`src/rtl/board_pkg.sv`:
```
// Shared board-level types and constants for the main-CPU to sound command path.
// The sound command transmitter uses the state type, default sizes and status packing below.
package board_pkg;

   typedef enum logic [1:0] {
      IDLE     = 2'd0,
      SEND     = 2'd1,
      HOLD     = 2'd2,
      WAIT_ACK = 2'd3
   } snd_tx_state_t;

   localparam int SND_CMD_DEPTH   = 4;
   localparam int SND_CMD_TIMEOUT = 400000;

   // Bit layout of the status byte the CPU reads back.
   function automatic logic [7:0] snd_status_pack(
      input logic       overflow,
      input logic       timeout,
      input logic       active,
      input logic       full,
      input logic       empty,
      input logic [2:0] count
   );
      snd_status_pack = {overflow, timeout, active, full, empty, count};
   endfunction

endpackage

```
`src/rtl/sound_cmd_fifo.sv`:
```
// Small synchronous register FIFO holding sound command bytes.
// A push while full is dropped, judged on the count before any same-cycle pop.
import board_pkg::*;

module sound_cmd_fifo #(
   parameter int DEPTH = SND_CMD_DEPTH
) (
   input  logic       clk,
   input  logic       reset,
   input  logic       push,
   input  logic       pop,
   input  logic [7:0] din,
   output logic [7:0] dout,
   output logic [2:0] count,
   output logic       full,
   output logic       empty
);

   localparam int PW = (DEPTH > 1) ? $clog2(DEPTH) : 1;

   logic [7:0]    mem [DEPTH];
   logic [PW-1:0] rd_ptr;
   logic [PW-1:0] wr_ptr;
   logic          do_push;
   logic          do_pop;

   assign full    = (count == 3'(DEPTH));
   assign empty   = (count == 3'd0);
   assign do_push = push & ~full;
   assign do_pop  = pop & ~empty;
   assign dout    = mem[rd_ptr];

   // Storage needs no reset; only the pointers and count define what is valid.
   always_ff @(posedge clk) begin
      if (do_push) begin
         mem[wr_ptr] <= din;
      end
   end

   always_ff @(posedge clk) begin
      if (reset) begin
         rd_ptr <= '0;
         wr_ptr <= '0;
         count  <= 3'd0;
      end else begin
         if (do_push) begin
            wr_ptr <= wr_ptr + PW'(1);
         end
         if (do_pop) begin
            rd_ptr <= rd_ptr + PW'(1);
         end
         count <= count + 3'(do_push) - 3'(do_pop);
      end
   end

endmodule

```
`src/rtl/sound_cmd_tx.sv`:
```
// Queues main-CPU sound command bytes and hands them to the sound latch one per Z80 ack.
// Optional WAIT_ACK timeout is compiled in with the SND_CMD_TIMEOUT_EN macro.
import board_pkg::*;

module sound_cmd_tx #(
   parameter int DEPTH          = SND_CMD_DEPTH,
   parameter int TIMEOUT_CYCLES = SND_CMD_TIMEOUT
) (
   input  logic       clk,
   input  logic       reset,
   input  logic       paused,
   input  logic       cpu_wr,
   input  logic [7:0] cpu_din,
   input  logic       status_rd,
   output logic [7:0] status,
   output logic       latch_wr,
   output logic [7:0] latch_dout,
   input  logic       latch_busy
);

   if (!(DEPTH == 2 || DEPTH == 4) || TIMEOUT_CYCLES < 2) begin : g_bad_cfg
      $error("sound_cmd_tx: DEPTH must be 2 or 4 and TIMEOUT_CYCLES at least 2");
   end

   snd_tx_state_t state;
   snd_tx_state_t state_next;

   logic [7:0] fifo_dout;
   logic [2:0] fifo_count;
   logic       fifo_full;
   logic       fifo_empty;
   logic       pop;
   logic       overflow;
   logic       timeout_flag;
   logic       timeout_hit;

   sound_cmd_fifo #(
      .DEPTH (DEPTH)
   ) u_fifo (
      .clk   (clk),
      .reset (reset),
      .push  (cpu_wr),
      .pop   (pop),
      .din   (cpu_din),
      .dout  (fifo_dout),
      .count (fifo_count),
      .full  (fifo_full),
      .empty (fifo_empty)
   );

`ifdef SND_CMD_TIMEOUT_EN
   localparam int TW = $clog2(TIMEOUT_CYCLES);

   logic [TW-1:0] to_cnt;

   assign timeout_hit = (state == WAIT_ACK) && (to_cnt == TW'(TIMEOUT_CYCLES - 1));

   // Counts unpaused WAIT_ACK cycles; any other state restarts it from zero.
   always_ff @(posedge clk) begin
      if (reset || state != WAIT_ACK) begin
         to_cnt <= '0;
      end else if (!paused) begin
         to_cnt <= to_cnt + TW'(1);
      end
   end

   always_ff @(posedge clk) begin
      if (reset) begin
         timeout_flag <= 1'b0;
      end else begin
         timeout_flag <= (timeout_hit & ~paused & latch_busy) | (timeout_flag & ~status_rd);
      end
   end
`else
   assign timeout_hit  = 1'b0;
   assign timeout_flag = 1'b0;
`endif

   always_ff @(posedge clk) begin
      if (reset) begin
         state      <= IDLE;
         latch_dout <= 8'h00;
         overflow   <= 1'b0;
      end else begin
         state <= state_next;
         if (pop) begin
            latch_dout <= fifo_dout;
         end
         overflow <= (cpu_wr & fifo_full) | (overflow & ~status_rd);
      end
   end

   // SEND is only entered unpaused because the sound block ignores latch_wr while paused;
   // HOLD gives the sound block a cycle to raise latch_busy before it is trusted.
   always_comb begin
      state_next = state;
      pop        = 1'b0;
      latch_wr   = 1'b0;
      case (state)
         IDLE: begin
            if (!fifo_empty && !paused && !latch_busy) begin
               pop        = 1'b1;
               state_next = SEND;
            end
         end
         SEND: begin
            latch_wr   = 1'b1;
            state_next = HOLD;
         end
         HOLD: begin
            state_next = WAIT_ACK;
         end
         WAIT_ACK: begin
            if (!paused && (!latch_busy || timeout_hit)) begin
               state_next = IDLE;
            end
         end
         default: begin
            state_next = IDLE;
         end
      endcase
   end

   assign status = snd_status_pack(overflow, timeout_flag, state != IDLE,
                                   fifo_full, fifo_empty, fifo_count);

endmodule
```
`config.mk`:
```
export PLATFORM = sky130hd
export DESIGN_NAME = sound_cmd_tx
export DESIGN_NICKNAME = d
export VERILOG_FILES = /design/src/rtl/board_pkg.sv /design/src/rtl/sound_cmd_fifo.sv /design/src/rtl/sound_cmd_tx.sv
export SDC_FILE = /design/constraint.sdc
export NUM_CORES = 1
export LEC_CHECK = 0
export CAP_MARGIN = 0
export CORE_ASPECT_RATIO = 0.75
export CORE_MARGIN = 2
export CORE_UTILIZATION = 45
export CTS_CLUSTER_SIZE = 28
export DETAILED_ROUTE_END_ITERATION = 8
export GPL_TIMING_DRIVEN = 0
export PLACE_DENSITY = 0.68
export SYNTH_ARGS = -nofsm -noshare
export SYNTH_HDL_FRONTEND = slang
export SYNTH_HIERARCHICAL = 1
export SYNTH_SLANG_ARGS = --single-unit
export TNS_END_PERCENT = 50
```
`constraint.sdc`:
```
create_clock -name clk -period 2.8 [get_ports clk]
set_input_delay 0.28 -clock clk [delete_from_list [all_inputs] [get_ports clk]]
set_output_delay 0.28 -clock clk [all_outputs]
set_load 0.03 [all_outputs]
```
Yosys cells after proc, flatten, opt, wreduce, memory -nomap -nowiden --
Memory sizes are Yosys's and may differ from the RTL's. A register that Yosys moved wholly into a read port is not among the register bits. Cells that the tools add are included.
Word-level totals: register bits after elaboration 10, bits in writable memories 32, input bits 14, output and inout port bits 17, word-level logic and storage cells 42, memories kept 1
Operators by class: add/subtract/negate cells 4, equal/unequal tests 6, mux-type cells 8, bitwise gates (word level) 8, reduce and logical (&&, ||, !) cells 10
Memories:
- u_fifo.mem | depth 4, width 8, read ports 1, clocked after memory_dff 1, write ports 1, line sound_cmd_fifo.sv:21 | logic [7:0] mem [DEPTH];
Operators by type and width (count):
- 2-bit case mux with 4 select lines | 1
- 1-bit 2-to-1 mux | 5
- 2-bit by 1-bit adder with 2-bit output (second input constant) | 2
- 1-bit bitwise AND | 4
- 2-bit equality test (second input constant) | 2
- 2-bit 2-to-1 mux | 2
- 2-bit inequality test (second input constant) | 2
- 3-bit by 1-bit adder with 3-bit output | 1
- 3-bit equality test (second input constant) | 1
- 1-bit logical AND | 3
- 1-bit zero test | 3
- 3-bit zero test | 1
- 1-bit NOT | 3
- 3-bit by 1-bit subtractor with 3-bit output | 1
- 2-bit by 1-bit equality test with 1-bit output (second input constant) | 1
- 2-bit zero test | 1
- 2-bit AND reduction | 1
- 2-bit nonzero test | 1
- 1-bit bitwise OR | 1

Longest topological paths before layout --
Gate-level depths: netlist of the first run.
depth after elaboration 8, gate-level depth with buffers 14, mapped depth without buffers 13

By module --
Netlist of the first run, hierarchy kept.
Modules (own cells, without submodules):
- sound_cmd_fifo | instances 1, cells each 93, area an instance 1631.6 um^2, seq. area each 1141.1 um^2
- sound_cmd_tx | instances 1, cells each 62, area an instance 554.3 um^2, seq. area each 220.2 um^2

Worst setup path after synthesis of the first run --
Ideal clock, no wire load.
path type register to register, start register u_fifo.count[1], end register u_fifo.count[2], setup time 0.125 ns, arrival 2.619 ns, data required time 2.675 ns, path slack 0.057 ns, cell stages (with the launch flop) 14, buffers on the path 1, period minus slack after synthesis 2.743 ns, path through dfxtp_1 > nor3_2 > or4b_1 > buf_6 > clkinv_8 > o31ai_2 > inv_1 > ha_1 > inv_1 > ha_1 > fa_1 > xnor2_1 > xnor2_1 > nor2_1
Between the ends: word-level cells in the longest chain between the ends 8, elaborated cells between the ends (all ways) 13, classes of those cells add/sub: 2; eq/ne: 1; mux: 2; bitwise: 4; reduce/logical: 4
RTL lines:
- from (decl) | line sound_cmd_fifo.sv:14 | output logic [2:0] count,
- from (signal assigned) | line sound_cmd_fifo.sv:52 | count <= count + 3'(do_push) - 3'(do_pop);
- 3-bit zero test | line sound_cmd_fifo.sv:28 | assign empty = (count == 3'd0);
- via fifo_empty | line sound_cmd_tx.sv:31 | logic fifo_empty;
- 1-bit zero test | line sound_cmd_tx.sv:101 | if (!fifo_empty && !paused && !latch_busy) begin
- 1-bit logical AND (2 in series) | line sound_cmd_tx.sv:101
- 1-bit 2-to-1 mux | line sound_cmd_tx.sv:101
- 1-bit 2-to-1 mux | line sound_cmd_tx.sv:99 | case (state)
- via pop | line sound_cmd_tx.sv:32 | logic pop;
- 1-bit bitwise AND | line sound_cmd_fifo.sv:30 | assign do_pop = pop & ~empty;
- via u_fifo.do_pop | line sound_cmd_fifo.sv:25 | logic do_pop;
- 3-bit by 1-bit subtractor with 3-bit output | line sound_cmd_fifo.sv:52
The timed path passes the listed nets, and every way through them passes these cells. A chain may end at the register's enable or synchronous reset.

Final worst setup path of the first run --
start register state[1], end register u_fifo.count[2]
Between the ends: word-level cells in the longest chain between the ends 4
RTL lines:
- from (decl) | line sound_cmd_tx.sv:25 | snd_tx_state_t state;
- from (signal assigned) | line sound_cmd_tx.sv:85 | state <= state_next;
- 2-bit zero test | line sound_cmd_tx.sv:99
- 1-bit 2-to-1 mux | line sound_cmd_tx.sv:99
- via pop | line sound_cmd_tx.sv:32
- 1-bit bitwise AND | line sound_cmd_fifo.sv:30
- via u_fifo.do_pop | line sound_cmd_fifo.sv:25
- 3-bit by 1-bit subtractor with 3-bit output | line sound_cmd_fifo.sv:52
The timed path passes the listed nets, and every way through them passes these cells.

==> summary.md, run 1 <==
For the pin with the worst max-slew slack, the measured transition is 602.0 ps. STA puts the critical path data arrival time at 2780 ps. The slowest stage cell on the critical path is sky130_fd_sc_hd__or4b_1. For the worst slew slack as a fraction of its limit, the log shows 0.5987. Together, buffers and inverters on the worst path number 5. For this block, wires on met1 add up to 1638 um. Number of placed instances with taps included: 241. Entering global routing, the biggest net connects 17 pins.

For this run, the post-layout net count is 216. The horizontal die dimension works out to 84.48 um. After detailed routing, the number of vias per cell comes to 4.855. The classification of the worst-slack hold path was register to register. In this run, synthesis produced a sequential element count of 52. Synthesis handed over a netlist of 155 instances. For the final database, setup skew stands at 2.250 ps.

After the flow finishes, the layout carries non-filler instances totaling 249. The flow ran to the end, and the final reports show no timing, DRC or antenna violations. The die boundary height was 64.36 um; the per-cell routed wire length was 14.57 um. The number of filler instances in the final layout was 374; the clock insertion delay at the later pin of the skew report was 290 ps.

The max-cap violation count is 0. The simple-gate share of the synthesized area works out to 0.09502. In this run, synthesis inferred 32 flip-flops with an integrated enable.

The number of different library cells used by synthesis comes to 32. After the first detailed-routing iteration, the DRC count stood at 26. Yosys printed 6 warnings. The kind of end point of the critical path is a register. At the worst endpoint, the required time is 2980 ps. The most common flop cell mapped by yosys is sky130_fd_sc_hd__edfxtp_1. The met3 wirelength from detailed routing is 188 um. In this run the deepest clock path goes through 2 buffers.

The share of synthesized cell area in full adder, half adder and majority cells works out to 0.06640. The depth of the CTS H-tree is 2. The area fraction of the dominant cell type after synthesis was 0.4396.

The total nets after synthesis is 180, and the all-layer global routing usage is 0.1506. For the remaining number of nets flagged by the antenna check after routing, the log shows 0. The dominant combinational cell family by area after synthesis is simple AND/OR/NAND/NOR gates. TritonCTS created 5 clock buffers.

The sequential element share of the synthesized area came out at 0.6228. The run gives 1293 as the number of global-route vias before repair. Summed over all layers, the routed wires come to 3629 um. Power spread over the standard cell area amounts to 787.6 nW/um^2.

The share of cell area taken by muxes after synthesis is 0.09159. Global placement routability congestion: 0.7523. Final period utilization: 0.9311.

For the total number of vias, the log shows 1209. The reported leakage power was 0.0009421 uW. Based on the critical path, the design can be clocked at up to 383.6 MHz. The run gives 1767 um as the wire length on met2. After detailed routing, the number of remaining DRC violations is 0. The total standard cell area after synthesis came out at 2186 um^2.

The tools report the cell chosen for the clock root as sky130_fd_sc_hd__clkbuf_8. The final number of hold-violating endpoints was 0; the post-synthesis to final-layout area growth was 22.67%. Fraction of layout instances using a drive strength above 1: 0.2135. The highest layer touched by signal routing is met4. The largest fanout on the critical path works out to 10.

The clock drives 52 sinks. The run gives 0 as the total setup buffers inserted after CTS. After floorplanning, the core was divided into 21 placement rows. For the initial standard-cell utilization of the core, the log shows 0.4781. Top-level port count: 31. The clock edge transition at the registers on the reported setup and hold paths is 90 ps. The first-pass iteration count of the detailed router was 4. Setup violations remaining at the end of the flow were counted as 0. The logs give 0 for the number of max-slew violations in the final report and 0 for the remaining global-route overflow. TritonCTS built the clock tree. The most numerous cell type found on the critical path is sky130_fd_sc_hd__inv_1.

Sorting the synthesized cells by area gives the leading types as sky130_fd_sc_hd__edfxtp_1, sky130_fd_sc_hd__dfxtp_1, sky130_fd_sc_hd__mux4_2. The repair_antennas step left the layout with diodes totalling 0. The synthesized design spends more area on one cell type than any other, namely sky130_fd_sc_hd__edfxtp_1. For the detailed-placement wirelength estimate, the log shows 2675 um. The core occupancy in the finished layout was 0.5865; the post-layout minimum cycle time was 2607 ps. The core region is 4572 um^2. For this run, the slowest stage of the critical path takes 450 ps. The complex-gate fraction of the synthesized area came out at 0.05781. The run gives 380.6 uV as the worst voltage drop across the vdd grid. The setup path with the least slack is of type register to register. The count of buffers from port buffering was 29.

The tools report the sort of element at the start of the critical path as a register. The fraction of synthesized cell area in xor and xnor cells came out at 0.01202. The first global-routing pass estimated 6182 um of wire.

The floorplan step defined a die boundary enclosing 5437 um^2. For the initial antenna violation count, the log shows 0. Dominant delay contributor by cell family on the critical path: adder cells.

The proportion of register bits with asynchronous set or reset after synthesis is 0. Averaged over all synthesized cells, the footprint is 14.10 um^2. The signal on the critical path passes through inv_1 -> ha_2 -> or4b_1 -> buf_6 -> clkinv_8 -> o31ai_2 -> inv_1 -> ha_1 -> inv_1 -> ha_1 -> fa_2 -> xnor2_2 -> xnor2_1 -> nor2_1.
==> final cells by class <==
class                      instances  area (um^2)  share of cell area
buffer                             9        57.56             0.02147
clock buffer                       5        68.82             0.02566
clock inverter                     3        42.54             0.01587
inverter                          12        57.56             0.02147
multi-input combinational         82        728.2              0.2716
sequential                        52         1365              0.5091
tap                               57        71.32             0.02660
timing repair buffer              29        290.3              0.1083
==> cell usage in the layout, fill, tap and decap left out, types with 2 or more instances in the layout <==
master,n
sky130_fd_sc_hd__clkbuf_8,5
sky130_fd_sc_hd__nor2_1,5
sky130_fd_sc_hd__mux4_2,8
sky130_fd_sc_hd__or3_1,2
sky130_fd_sc_hd__and2_1,4
sky130_fd_sc_hd__inv_1,11
sky130_fd_sc_hd__dfxtp_1,17
sky130_fd_sc_hd__nand2b_1,5
sky130_fd_sc_hd__edfxtp_1,32
sky130_fd_sc_hd__a21oi_2,8
sky130_fd_sc_hd__buf_4,4
sky130_fd_sc_hd__mux2i_1,2
sky130_fd_sc_hd__nor2b_1,2
sky130_fd_sc_hd__clkbuf_1,2
sky130_fd_sc_hd__o21ai_0,3
sky130_fd_sc_hd__ha_1,9
sky130_fd_sc_hd__a21oi_1,4
sky130_fd_sc_hd__dfxtp_2,3
sky130_fd_sc_hd__nand2_1,17
sky130_fd_sc_hd__clkdlybuf4s50_1,29
==> per-layer routing <==
metal | track usage | vias up
li1 | - | 606
met2 | 0.2510 | 27
met4 | 0.05159 | 0
met5 | 0 | -
met1 | 0.1822 | 572
met3 | 0.05556 | 4
==> report_power, final <==
group | total [uW] | switching (uW) | internal, uW | leakage (uW)
sequential | 974 | 67.2 | 906 | 0.000457
clock | 494 | 229 | 264 | 0.0000541
combinational | 645 | 345 | 300 | 0.000431
total | 2110 | 641 | 1470 | 0.000942
==> worst min-delay path, cell delays in order, from the launching register on <==
cell and delay, ps:
sky130_fd_sc_hd__dfxtp_1 320, sky130_fd_sc_hd__nand2b_1 60, sky130_fd_sc_hd__a21oi_1 50
==> final timing paths <==
| kind | startpoint | end | slack (ps) | cells past startpoint |
|---|---|---|---|---|
| max | state[1] | u_fifo/count[2] | 190 | 14 |
| min | overflow | overflow | 470 | 2 |
| max reg2reg | state[1] | u_fifo/count[2] | 190 | 14 |
| min reg2reg | overflow | overflow | 470 | 2 |
==> per-stage QoR <==
step           hold slack [ps]  total power (uW)  instance area, um^2  TNS (ps)  setup WS (ps)
2_1_floorplan            378.9              1401                 2186         0          56.62
3_3_place_gp             456.2              1584                 2547    -9.017         -9.017
3_5_place_dp             463.1              1615                 2547    -69.56         -69.56
4_1_cts                  475.6              2110                 2659         0          52.60
5_1_grt                  493.8              2231                 2681    -13.30         -13.30
6_report                 473.9              2112                 2681         0          192.8
==> sequential cells by signal, summed over array words and instances (netlist names), named ones only <==
register,count
u_fifo/wr_ptr,2
u_fifo/mem,32
u_fifo/count,3
state,2
u_fifo/rd_ptr,2
overflow,1
latch_dout,8
==> cells in the mapped netlist (2+ instances only) <==
master and number:
sky130_fd_sc_hd__a21oi_2 8, sky130_fd_sc_hd__nor2_1 5, sky130_fd_sc_hd__and2_1 4, sky130_fd_sc_hd__a21oi_1 4
sky130_fd_sc_hd__edfxtp_1 32, sky130_fd_sc_hd__or3_1 2, sky130_fd_sc_hd__mux2i_1 2, sky130_fd_sc_hd__buf_4 4
sky130_fd_sc_hd__mux4_2 8, sky130_fd_sc_hd__nand2_1 17, sky130_fd_sc_hd__ha_1 10, sky130_fd_sc_hd__inv_1 11
sky130_fd_sc_hd__dfxtp_1 20, sky130_fd_sc_hd__clkbuf_1 2, sky130_fd_sc_hd__o21ai_0 3, sky130_fd_sc_hd__nor2b_1 2
sky130_fd_sc_hd__xnor2_1 2, sky130_fd_sc_hd__nand2b_1 5
==> repair_timing <==
| item | CTS | global route |
|---|---|---|
| endpoints found under the setup margin | 0 | 1 |
| hold buffers | 0 | 0 |
| gates resized for setup | 0 | 7 |
==> cells by family (layout without fill, tap and decap cells) <==
group | after synthesis | in the layout
fa+ha+maj | 11 | 11
other cells | 1 | 1
flops | 52 | 52
compound gates | 17 | 17
buf+inv | 21 | 58
simple gates | 40 | 40
xor+xnor | 3 | 3
mux | 10 | 10
(Power assumes the default switching activity.)
==> run 2: changes to the inputs <==
--- a/config.mk
+++ b/config.mk
@@ -5,8 +5,7 @@
 export SDC_FILE = /design/constraint.sdc
 export NUM_CORES = 1
 export LEC_CHECK = 0
-export CAP_MARGIN = 0
-export CORE_ASPECT_RATIO = 0.75
+export CAP_MARGIN = 5
 export CORE_MARGIN = 2
 export CORE_UTILIZATION = 45
 export CTS_CLUSTER_SIZE = 28
==> run 2 against run 1 <==
Sequential cell count stayed put. Power about the same. Core utilization is 0.99 points lower. Highest routed layer unchanged.
==> summary.md, run 2 (synthesized netlist as in run 1, its figures left out) <==
The run finished with clean final reports. The logs give 1258 for the number of global-route vias before repair and 0 for the remaining global-route overflow. The buffer and inverter count on the worst path came out at 4. Counting the buffers created by CTS gives 5. The most common cell after layout, fill and taps aside was sky130_fd_sc_hd__edfxtp_1. After detailed routing, the average wire length per cell comes to 14.36 um. For this design, the sink count on the clock tree is 52. The run gives 220 as the total number of nets in the final design. After filler insertion, the fill cell instance count of the layout stands at 363. By instance count, the cell type seen most on the critical path is sky130_fd_sc_hd__inv_1.

For this block, the routed nets add up to 3591 um of wire. The via density per instance is 4.964, and the fraction of layout instances using a drive strength above 1 is 0.2449. The register with the most flip-flops in the layout has 32 of them.

The tools report the worst setup slack for register-to-register paths as 130 ps. Dominant delay contributor by cell family on the critical path: adder cells. TritonCTS built the clock tree. Relative to the synthesized area, the layout overhead comes to 23.75%. Cell internal power was estimated by the tool at 1458 uW. The largest fanout on the critical path was 7. Setup violations remaining at the end of the flow were counted as 0. The tools report the end of the worst register-to-register path as u_fifo/count[2].

Worst slew slack as a fraction of its limit: 0.5708. The signal on the critical path passes through inv_1 -> ha_2 -> or4b_4 -> clkinv_8 -> o31ai_2 -> inv_1 -> ha_1 -> inv_1 -> ha_1 -> fa_2 -> xnor2_2 -> xnor2_1 -> nor2_1. After clock tree synthesis, the clock-pin slew on the worst setup and hold paths is 90 ps.

The root buffer cell chosen for the clock tree is sky130_fd_sc_hd__clkbuf_8. The die boundary height was 73.70 um. The tools report the number of max-slew violations in the final report as 0. The largest registers in the layout are u_fifo/mem x32, latch_dout x8, u_fifo/count x3. The logs give 2980 ps for the required time of the critical path and 0 for the initial antenna violation count. The min-delay analysis places its worst path in the category register to register. The peak clock frequency supported by timing is 374.7 MHz.

The all-layer global routing usage is 0.1457, and the top-level port count is 31. Max-cap violations in this run came to 0. The congestion estimate from routability-driven global placement came to 0.7590. The tools report the data arrival time of the critical path as 2840 ps. The area inside the core boundary was 4692 um^2; the post-layout minimum cycle time was 2669 ps. The placed cell area is 2544 um^2. The buffer levels on the longest clock path was 2.

At the later pin of the worst-skew pair, clock insertion delay measures 300 ps. The logic depth of the worst register-to-register path is 13. For the pin with the worst max-slew slack, the measured transition is 643.9 ps. STA classifies the critical path endpoint as a register.

After the first detailed-routing iteration, the DRC count stood at 40. The run gives 0 as the final number of hold-violating endpoints. The total number of vias is 1241.

The critical path starts at state[1]. The largest incremental delay on the critical path was 540 ps. For this design the static power due to leakage is 0.0009636 uW.

The largest net degree at the start of global routing came out at 17. The slowest stage of the critical path belongs to the cell sky130_fd_sc_hd__or4b_4. The depth of the CTS H-tree was 2. The worst register-to-register path begins at state[1]. The sequential share of power is 0.462, and the final period utilization is 0.9531.

Switching share of power: 0.3104. For this run, the detailed router's first-pass iteration total came to 4. In this run the remaining antenna-violating nets after routing total 0.

The power density of the placed cells was 781.5 nW/um^2. The repair_antennas step left the layout with diodes totalling 0. After routing the design area is 2705 um^2. For the detailed-placement wirelength estimate, the log shows 2616 um. Register with the highest flop count: u_fifo/mem. In this run the tool buffered the top-level ports with 29 buffer cells. Switching component of the power: 656.2 uW. The top cell types in the final layout, fill and taps aside, are sky130_fd_sc_hd__edfxtp_1, sky130_fd_sc_hd__clkdlybuf4s50_1, sky130_fd_sc_hd__nand2_1. The worst voltage drop across the vdd grid came out at 440.3 uV. On the final layout, the worst clock skew is 7.660 ps. The tools report the start point of the worst min-delay path as latch_dout[5]. Along the worst hold path, the cell count comes to 2.

For the portion of total power attributed to the clock network, the log shows 0.219. Measured along the x axis, the die boundary spans 73.70 um. The first global-routing pass estimated 5733 um of wire. Combinational cell fraction of total power: 0.319. STA classifies the critical path startpoint as a register.

The initial standard-cell utilization of the core was 0.4659; the full die area was 5431 um^2. Summing internal, switching and leakage power gives 2114 uW. Number of cell rows: 25.

The path with the worst hold slack has its endpoint at latch_dout[5]. For this design, the CTS-stage hold fixing added 0 buffers. For this run, design rule violations remaining after detail routing come to 0. By startpoint and endpoint, the worst setup path is classified as register to register.
-- run 2: routing by layer --
metal  routed length [um]  global-route usage  share of wire  vias to the layer above
li1                     -                   -              -                      614
met5                    0                   0              0                        -
met1                 1576              0.1780           0.44                      600
met4                   44             0.06869          0.012                        0
met3                  133             0.03841          0.037                        4
met2                 1837              0.2401           0.51                       23
-- run 2: worst max-delay path by stage --
| stage | to | slack [ps] | cells after the start |
|---|---|---|---|
| floorplan | u_fifo/count[2] | 60 | 13 |
| global placement | u_fifo/count[2] | -20 | 13 |
| detailed placement | u_fifo/count[2] | -140 | 13 |
| CTS | u_fifo/count[2] | 20 | 14 |
| global route | u_fifo/count[2] | -20 | 13 |
| finish | u_fifo/count[2] | 130 | 13 |
-- run 2: what timing repair did --
action / 4_1_cts / 5_1_grt
cloned: 0 / 0
buffers inserted: 0 / 5
setup endpoints to repair: 1 / 1
pin swaps: 0 / 2
resized for setup: 1 / 10
-- run 2: area by class of cell --
cell class                      count  area, um^2  area share
Clock buffer                        6       93.84     0.03469
Tap cell                           54       67.56     0.02498
Sequential cell                    52        1368      0.5056
Buffer                              8       46.29     0.01711
Multi-Input combinational cell     82       732.0      0.2706
Inverter                           12       57.56     0.02128
Clock inverter                      2       12.51    0.004625
Timing Repair Buffer               34       327.8      0.1212
-- run 2: worst register-to-register path: cells and delay by family (launching register included) --
kind            cells  cell delay (ps)
simple gates        2              600
buf+inv             4              290
flops               1              350
fa+ha+maj           4              900
xor+xnor            2              360
compound gates      1               70
-- run 2: stage by stage --
stage	setup slack, ps	utilization	TNS, ps	std cells	hold slack [ps]
after floorplan	56.62	-	0	155	378.9
after global routing	-19.79	0.5765	-19.79	250	495.5
after CTS	21.75	0.5651	0	246	478.7
after detailed placement	-138.7	0.5421	-138.7	238	465.6
after global placement	-15.35	0.5421	-15.35	238	456.2
final	131.4	0.5765	0	250	472.9
-- run 2: power by group through the flow --
stage / logic, uW / clock network, uW / registers [uW]
2_1_floorplan: 377 / 0 / 1020
3_3_place_gp: 610 / 0 / 972
3_5_place_dp: 636 / 0 / 982
4_1_cts: 636 / 477 / 966
5_1_grt: 740 / 505 / 988
6_report: 674 / 462 / 977
==> run 3: changes to the inputs <==
--- a/config.mk
+++ b/config.mk
@@ -7,11 +7,11 @@
 export LEC_CHECK = 0
 export CAP_MARGIN = 5
 export CORE_MARGIN = 2
-export CORE_UTILIZATION = 45
+export CORE_UTILIZATION = 52
 export CTS_CLUSTER_SIZE = 28
 export DETAILED_ROUTE_END_ITERATION = 8
 export GPL_TIMING_DRIVEN = 0
-export PLACE_DENSITY = 0.68
+export PLACE_DENSITY = 0.77
 export SYNTH_ARGS = -nofsm -noshare
 export SYNTH_HDL_FRONTEND = slang
 export SYNTH_HIERARCHICAL = 1
==> run 3 against run 2 <==
Count of clock-buffer cells in the layout did not move. Final cell count fell by 2.4%. Design area fell by 0.65%. Worst setup slack improved by 49 ps. Die area fell by 13%. Critical endpoint unchanged.
==> summary.md, run 3 (synthesized netlist as in run 1, its figures left out) <==
Port buffering added 29 buffers. Dividing the detail-routed wire length by the instance count gives 14.68 um. The register with the highest flop count was u_fifo/mem. The post-layout minimum cycle time was 2620 ps; the global placement routability congestion was 0.6497.

For the initial detailed-routing violation count, the log shows 47. The worst setup skew after layout came out at 9.247 ps. The clock edge transition at the registers on the reported setup and hold paths is 90 ps.

Along the worst path, the maximum fanout reaches 10. The switching share of power is 0.3185, and the logic depth of the worst register-to-register path is 14. The reported leakage power is 0.0009400 uW, and the die boundary height is 68.84 um. 31 I/O pins were placed. The worst flop-to-flop path startpoint was state[1]. STA classifies the critical path endpoint as a register. The logs give 5 for the TritonCTS buffer count and 0.5804 for the worst slew slack as a fraction of its limit. The startpoint-to-endpoint class of the critical path is register to register.

The combinational cell fraction of total power is 0.329, and the post-placement worst setup slack is -122.7 ps. The run finished with clean final reports. Clock tree synthesis found a total of 52 sinks. Summing over every cut layer, the via total after detailed routing is 1246.

The total area inside the core boundary comes to 4029 um^2. Most common cell after layout, fill and taps aside: sky130_fd_sc_hd__edfxtp_1. The sequential share of power was 0.475.

The tools report the depth of the CTS H-tree as 2. Clock tree synthesis selected as its root buffer the cell sky130_fd_sc_hd__clkbuf_8. After detailed routing, the number of remaining DRC violations is 0.

The run gives 0 as the number of max-slew violations in the final report. The pre-antenna-repair detailed-routing pass consisted of 4 iterations. The number of antenna repair diodes came out at 0. No sink is reached through more buffers than the 2 on the longest clock path.

Setup violations remaining at the end of the flow were counted as 0. Compared with the post-synthesis result, the final layout area differs by 22.95%. The endpoint identified for the worst register-to-register timing path is u_fifo/count[2].

The floorplan step defined a die boundary enclosing 4738 um^2. Summed over all nets, the switching power comes to 657.9 uW. The number of cell rows was 23; the all-layer global routing usage was 0.1731. Static timing analysis puts the maximum clock frequency at 381.7 MHz.

The critical path ends at u_fifo/count[2]. The tools report the total number of nets in the final design as 218. The worst setup slack for register-to-register paths came out at 180 ps. The classification of the worst-slack hold path was register to register.

TritonCTS built the clock tree. The post-detailed-routing wire length came out at 3583 um. Fill cells in the final layout number 314. In this run, post-CTS hold repair placed 0 buffers. The number of global-route vias before repair was 1245; the horizontal die dimension was 68.84 um. The largest registers in the layout are u_fifo/mem x32, latch_dout x8, u_fifo/count x3. The fraction of layout instances using a drive strength above 1 works out to 0.2423. Sort of element at the start of the critical path: a register. The run gives 2590 um as the detailed-placement wirelength estimate. The actual transition at the worst max-transition pin is 629.4 ps.

The internal power summed over all cells was 1407 uW. The number of placed instances with taps included is 234. The clock insertion delay at the later pin of the skew report was 300 ps. STA puts the critical path data arrival time at 2800 ps. For this run, the number of standard cells in the final layout without fillers is 244.

For the initial standard-cell utilization of the core, the log shows 0.5425. The remaining global-route overflow was 0. The critical path starts at state[1]. STA puts the critical path data required time at 2980 ps. The largest net degree at the start of global routing is 16, and the initial antenna violation count is 0. The count of nets left with antenna violations once routing finished came out at 0. Setup repair after global routing left no endpoint under its margin. The wire length of the first global-routing pass was 5685 um.

The final number of hold-violating endpoints is 0, and the final period utilization is 0.9358. The max-cap violation count came out at 0. After layout, the worst setup slack is 179.9 ps. The flip-flop count of the largest register after layout is 32, and the portion of total power attributed to the clock network is 0.196. The power density of the placed cells is 768.4 nW/um^2.

In the layout the commonest cells are sky130_fd_sc_hd__edfxtp_1, sky130_fd_sc_hd__clkdlybuf4s50_1, sky130_fd_sc_hd__nand2_1. The via density per instance came out at 5.107. Across the VDD grid, the largest voltage drop is 496.8 uV.
-- run 3: power by group through the flow --
stage | registers, uW | logic [uW] | clock network [uW]
after floorplan | 1020 | 377 | 0
after global placement | 972 | 608 | 0
after detailed placement | 981 | 636 | 0
after CTS | 966 | 649 | 416
after global routing | 992 | 744 | 450
final | 981 | 680 | 405
-- run 3: worst min path at each step --
stage / from / to / cells after the start
global route: latch_dout[3] / latch_dout[3] / 2
global placement: latch_dout[4] / latch_dout[4] / 2
finish: latch_dout[7] / latch_dout[7] / 2
floorplan: cpu_din[0] / u_fifo/mem[0][0] / 0
detailed placement: latch_dout[4] / latch_dout[4] / 2
CTS: latch_dout[7] / latch_dout[7] / 2
-- run 3: timing repair --
action                                  CTS  global route
endpoints found under the setup margin    1             1
buffers inserted                          0             2
pin swaps                                 0             3
resized for setup                         2            15
endpoints found under the hold margin     0             0
-- run 3: metal layers --
metal | part of all wire | track usage | routed length (um) | vias up
met5 | 0 | 0 | 0 | -
li1 | - | - | - | 611
met1 | 0.42 | 0.2050 | 1516 | 602
met3 | 0.048 | 0.05844 | 173 | 4
met4 | 0.0047 | 0.05147 | 17 | 0
met2 | 0.52 | 0.2993 | 1875 | 29
-- run 3: area by class of cell --
class                   instances  area [um^2]  area share
repair buffers                 31        305.3      0.1136
multi-input cells              82        744.5      0.2770
inverters                      12        57.56     0.02142
flip-flops and latches         52         1373      0.5107
clock buffers                   6        72.57     0.02700
well taps                      50        62.56     0.02328
plain buffers                   9        61.31     0.02281
clock inverters                 2        11.26    0.004190
-- run 3: metrics by stage --
step | cell area (um^2) | TNS (ps) | power (uW) | hold slack [ps] | utilization
finish | 2688 | 0 | 2065 | 473.0 | 0.6671
global route | 2688 | 0 | 2186 | 500.0 | 0.6671
CTS | 2631 | 0 | 2031 | 474.8 | 0.6531
detailed placement | 2539 | -122.7 | 1618 | 461.6 | 0.6301
global placement | 2539 | -10.34 | 1579 | 456.3 | 0.6301
floorplan | 2186 | 0 | 1401 | 378.9 | -
-- run 3: worst max-delay path, cell delays in order (launching register included) --
cell and delay, ps:
sky130_fd_sc_hd__dfxtp_4 360, sky130_fd_sc_hd__inv_2 80, sky130_fd_sc_hd__ha_4 140, sky130_fd_sc_hd__or4b_4 470
sky130_fd_sc_hd__buf_8 150, sky130_fd_sc_hd__clkinv_8 60, sky130_fd_sc_hd__o31ai_2 70, sky130_fd_sc_hd__inv_1 80
sky130_fd_sc_hd__ha_1 130, sky130_fd_sc_hd__inv_1 40, sky130_fd_sc_hd__ha_2 170, sky130_fd_sc_hd__fa_2 370
sky130_fd_sc_hd__xnor2_2 150, sky130_fd_sc_hd__xnor2_1 170, sky130_fd_sc_hd__nor2_1 50
